<file path="src/rtl/clk_sw_pkg.sv">
// Shared types and constants for the clock-switch controller.
// State encoding, select values, default settle time and counter sizing.
package clk_sw_pkg;

    typedef enum logic {
        ST_IDLE   = 1'b0,
        ST_SETTLE = 1'b1
    } state_e;

    localparam logic SEL_CLK0 = 1'b0;
    localparam logic SEL_CLK1 = 1'b1;

    localparam int DEFAULT_SETTLE_CYCLES = 16;

    // Bits needed to hold the values 0..cycles inclusive.
    function automatic int settle_cnt_width(input int cycles);
        return $clog2(cycles + 1);
    endfunction

endpackage

</file>
<file path="src/rtl/clk_sw_timer.sv">
// Settle down-counter: loads a start value, decrements per tick, saturates at zero.
// Latency: zero reflects the count after the coming edge, so callers can leave on the edge that reaches 0.
module clk_sw_timer #(
    parameter int W = 5
) (
    input  logic         clk,
    input  logic         rst,
    input  logic         load,
    input  logic [W-1:0] value,
    input  logic         tick,
    output logic         zero
);

    logic [W-1:0] cnt_q;
    logic [W-1:0] cnt_d;

    always_comb begin
        cnt_d = cnt_q;
        if (load) begin
            cnt_d = value;
        end else if (tick && (cnt_q != '0)) begin
            cnt_d = cnt_q - W'(1);
        end
    end

    always_ff @(posedge clk) begin
        if (rst) begin
            cnt_q <= '0;
        end else begin
            cnt_q <= cnt_d;
        end
    end

    assign zero = (cnt_d == '0);

endmodule

</file>
<file path="src/rtl/clk_switch_ctrl.sv">
// Select controller for a glitch-free clock mux: handles switch requests and dead-clock failover.
// Latency: done/err one cycle after acceptance; a real switch is busy SETTLE_CYCLES then done. ready low while settling or in reset.
module clk_switch_ctrl
    import clk_sw_pkg::*;
#(
    parameter int SETTLE_CYCLES = DEFAULT_SETTLE_CYCLES,
    parameter int AUTO_FAILOVER = 1
) (
    input  logic clk,
    input  logic rst,
    input  logic req,
    input  logic req_sel,
    output logic ready,
    input  logic alive0,
    input  logic alive1,
    output logic sel,
    output logic busy,
    output logic done,
    output logic err,
    output logic failover
);

    localparam int CNT_W = settle_cnt_width(SETTLE_CYCLES);
    localparam logic [CNT_W-1:0] SETTLE_VAL = CNT_W'(SETTLE_CYCLES);

    state_e state_q;
    logic   sel_q;
    logic   done_q;
    logic   err_q;

    logic accept;
    logic alive_cur;
    logic alive_oth;
    logic target_alive;
    logic fo_cond;
    logic start_switch;
    logic tmr_zero;

    assign ready        = (state_q == ST_IDLE) && !rst;
    assign accept       = req && ready;
    assign alive_cur    = sel_q ? alive1 : alive0;
    assign alive_oth    = sel_q ? alive0 : alive1;
    assign target_alive = req_sel ? alive1 : alive0;

    // Failover waits out any done/err pulse so the three pulses never coincide.
    assign fo_cond = (AUTO_FAILOVER != 0) && (state_q == ST_IDLE) && !rst && !req
                     && !done_q && !err_q && !alive_cur && alive_oth;

    assign start_switch = (accept && (req_sel != sel_q) && target_alive) || fo_cond;

    clk_sw_timer #(
        .W (CNT_W)
    ) u_timer (
        .clk   (clk),
        .rst   (rst),
        .load  (start_switch),
        .value (SETTLE_VAL),
        .tick  (state_q == ST_SETTLE),
        .zero  (tmr_zero)
    );

    always_ff @(posedge clk) begin
        if (rst) begin
            state_q <= ST_IDLE;
            sel_q   <= SEL_CLK0;
            done_q  <= 1'b0;
            err_q   <= 1'b0;
        end else begin
            done_q <= 1'b0;
            err_q  <= 1'b0;
            case (state_q)
                ST_IDLE: begin
                    if (accept) begin
                        if (req_sel == sel_q) begin
                            done_q <= 1'b1;
                        end else if (!target_alive) begin
                            err_q <= 1'b1;
                        end else begin
                            sel_q   <= req_sel;
                            state_q <= ST_SETTLE;
                        end
                    end else if (fo_cond) begin
                        sel_q   <= ~sel_q;
                        state_q <= ST_SETTLE;
                    end
                end
                ST_SETTLE: begin
                    if (tmr_zero) begin
                        state_q <= ST_IDLE;
                        done_q  <= 1'b1;
                    end
                end
                default: state_q <= ST_IDLE;
            endcase
        end
    end

    assign sel      = sel_q;
    assign busy     = (state_q == ST_SETTLE);
    assign done     = done_q;
    assign err      = err_q;
    assign failover = fo_cond;

endmodule

</file>
<file path="config.mk">
export PLATFORM = sky130hd
export DESIGN_NAME = clk_switch_ctrl
export DESIGN_NICKNAME = d
export VERILOG_FILES = /design/src/rtl/clk_sw_pkg.sv /design/src/rtl/clk_sw_timer.sv /design/src/rtl/clk_switch_ctrl.sv
export SDC_FILE = /design/constraint.sdc
export NUM_CORES = 1
export LEC_CHECK = 0
export CAP_MARGIN = 20
export CORE_MARGIN = 4
export CORE_UTILIZATION = 35
export DETAILED_ROUTE_END_ITERATION = 16
export MAX_ROUTING_LAYER = met4
export PLACE_DENSITY_LB_ADDON = 0.05
export SLEW_MARGIN = 20
export SYNTH_ARGS = -nofsm -noshare
export SYNTH_HDL_FRONTEND = slang
export SYNTH_SLANG_ARGS = --single-unit
</file>
<file path="constraint.sdc">
create_clock -name clk -period 1.85 [get_ports clk]
set_clock_uncertainty 0.15 [all_clocks]
set_input_delay 0.185 -clock clk [delete_from_list [all_inputs] [get_ports clk]]
set_output_delay 0.185 -clock clk [all_outputs]
set_load 0.03 [all_outputs]
</file>
==> summary.txt <==
Yosys
  – Synth area leaders: dfxtp_1, o32ai_4, nor2_1
  – Yosys Warn Count: 0
  – Cells after Synth: 69
  – Post-synthesis area per instance: 8.233 µm²
  – Largest area contributor in the netlist: dfxtp_1
  – Netlist Area Pre-Place: 568.0 µm²
  – Post-synth top area share: 31.72%
  – Synth cell types: 31
  – Synthesized flop and latch total: 9
  – Sequential area share after synthesis: 31.72%
  – Post-Syn Nets: 76

STA
  – Max Clk Rate: 547.2 MHz
  – Hold slack final: 0.2703 ns
  – Tmin final: 1.827 ns
  – Setup Viol. Count Final: 0
  – Slew Limit Fails: 0
  – Slew headroom: 77.69%
  – Period Utilization, post-route: 98.78%
  – RSZ-0062 raised after global routing: yes
  – Worst-margin pin slew: 0.3346 ns
  – Final setup TNS: 0 ns
  – Fin. Hold Viols: 0

Power
  – Leak: 0.3688 nW
  – Power Density: 618.6 nW/µm²
  – VDD IR max: 0.0004968 V
  – Total Power: 0.5217 mW

Die
  – Total I/O pin count: 12
  – DIE HEIGHT: 48.29 µm
  – DIE WIDTH: 48.29 µm
  – Starting Density: 37.27%
  – FP Rows: 14
  – Core area: 1524 µm²
  – Die area: 2331 µm²

Detailed routing
  – Iteration-0 DRC Markers: 23
  – Vias post-DR: 590
  – WL per Instance: 12.64 µm
  – Residual DRC: 0
  – Drt total wl: 1416 µm
  – Via-to-Cell Ratio: 5.268
  – Pre-Repair DR Iteration Count: 4
  – Routed Antenna Nets: 0

Clock network
  – CTS Buffer Depth: 2
  – H-tree Lvls: 1
  – CTS tree: built
  – Root Driver: clkbuf_4
  – CTS Buf Count: 3
  – Clock sinks: 9
  – Clk slew on worst S/H paths: 0.06 ns
  – Later-pin clock latency in the skew report: 0.26 ns
  – Cts hold-fix bufs: 0

Placed design
  – DP Wirelength: 1160 µm
  – Count of input and output buffers: 11
  – Routability cong.: 0.8455
  – Inst Count DP: 108

Setup path
  – WS Path Type: reg -> reg
  – Critical Path AT: 1.83 ns
  – Crit-path max FO: 3
  – Worst setup SP type: flip-flop
  – Data required, critical path: 1.85 ns
  – CP Capture Type: flip-flop

GRT
  – Gr usage total: 14.47%
  – Remaining global-route overflow: 0
  – Vias in the first global route: 498
  – First-pass GRT wire length: 2214 µm
  – Initial antenna violation count: 0
  – Largest net degree at the start of global routing: 9

Finish
  – Layout area overhead: 48.46%
  – Final Non-Filler Cells: 112
  – Final #Nets: 104
  – Share of cells above drive strength 1: 31.25%
  – Inserted Diodes: 0

Outcome
  – Status: finished clean

Flow run
  – Max cap viols: 0

Worst hold path
  – Hold crit path type: in -> reg
routing by layer:
metal	GRT usage (%)	share of wire [%]	up-vias
met5	-	0	-
li1	-	-	313
met3	6.642	6.4	0
met4	3.226	0	0
met2	17.71	44	12
met1	21.06	50	265
kinds of logic (layout without fill, tap and decap cells):
group	count (synthesis)	in the layout	synth area share, %
AO/OA/AOI/OAI	16	16	23.13
XOR/XNOR	3	3	4.626
adder cells (fa/ha/maj)	1	1	2.202
buffers and inverters	5	32	3.523
flip-flops	9	9	31.72
AND/OR/NAND/NOR	35	35	34.80
flip-flops by register name, summed over array words and instances (netlist names):
signal and cells:
sel 1, u_timer.cnt_q 5, busy 1, err 1, done 1
final cells by class:
type | instances | area (µm²)
fillers | 143 | 680.7
multi-input cells | 55 | 385.4
repair buffers | 24 | 214.0
flip-flops and latches | 9 | 182.7
clock buffers | 4 | 26.28
well taps | 16 | 20.02
inverters | 4 | 15.01
power breakdown:
part	internal (mW)	switching, mW
sequential	0.204	0.0142
clock	0.0829	0.0647
combinational	0.0776	0.0784
cell usage after synthesis:
cell and instances:
a211oi_1 2, a21oi_1 2, a22oi_1 2, a32o_1 1, a32oi_1 1, and2_1 3, and3_1 1, and4bb_2 1
buf_2 1, dfxtp_1 9, ha_1 1, inv_1 4, nand2_1 6, nand2b_1 2, nand3_1 2, nor2_1 7
nor2b_1 2, nor3_1 4, nor3b_1 1, nor3b_2 1, nor4_1 3, o21a_1 1, o21ai_0 3, o21ai_2 1
o21bai_1 1, o22ai_1 1, o32ai_4 1, or3_1 1, or3b_4 1, xnor2_1 2, xor2_1 1
what timing repair did:
action	in CTS	in global routing
gates resized for setup	0	11
endpoints found under the setup margin	1	5
buffers inserted	0	0
pin swaps	2	5
cell usage in the layout, fill, tap and decap left out, types with 2 or more instances in the layout:
| cell | n |
|---|---|
| nand2b_1 | 2 |
| o21ai_0 | 3 |
| inv_1 | 2 |
| nor2_2 | 2 |
| a21oi_1 | 2 |
| nand3_1 | 2 |
| xnor2_1 | 2 |
| nor2_1 | 5 |
| and2_1 | 3 |
| nand2_1 | 6 |
| inv_2 | 2 |
| dfxtp_2 | 2 |
| clkbuf_4 | 3 |
| dfxtp_1 | 7 |
| nor2b_1 | 2 |
| a211oi_1 | 2 |
| nor3_1 | 4 |
| nor4_1 | 3 |
| clkdlybuf4s50_1 | 6 |
| a22oi_1 | 2 |
| dlymetal6s2s_1 | 3 |
| buf_4 | 14 |
metrics by stage:
step                setup slack (ns)  cell area, µm²  util [%]
floorplan                   0.007158           570.5         -
global placement            -0.04537           788.3     51.72
detailed placement          -0.02940           788.3     51.72
CTS                         0.005404           814.5     53.45
global route                -0.03487           843.3     55.34
finish                       0.02263           843.3     55.34
final timing paths:
| check | start | to | slack [ns] | cells past startpoint |
|---|---|---|---|---|
| max | u_timer.cnt_q[1]$_SDFF_PP0_ | done$_SDFF_PP0_ | 0.02 | 7 |
| min | alive0 | sel$_SDFFE_PP0P_ | 0.27 | 5 |
| min reg2reg | busy$_SDFF_PP0_ | busy$_SDFF_PP0_ | 0.43 | 2 |
| max reg2reg | u_timer.cnt_q[1]$_SDFF_PP0_ | done$_SDFF_PP0_ | 0.02 | 7 |
critical path, cell delays in order, from the launching register on:
cell     delay, ns
dfxtp_2       0.32
inv_2         0.07
ha_4          0.12
or3b_4        0.39
xor2_1        0.15
a32oi_1       0.23
nor2_2        0.07
a32o_1        0.21
Note: power is estimated with default switching activity, not from simulation.
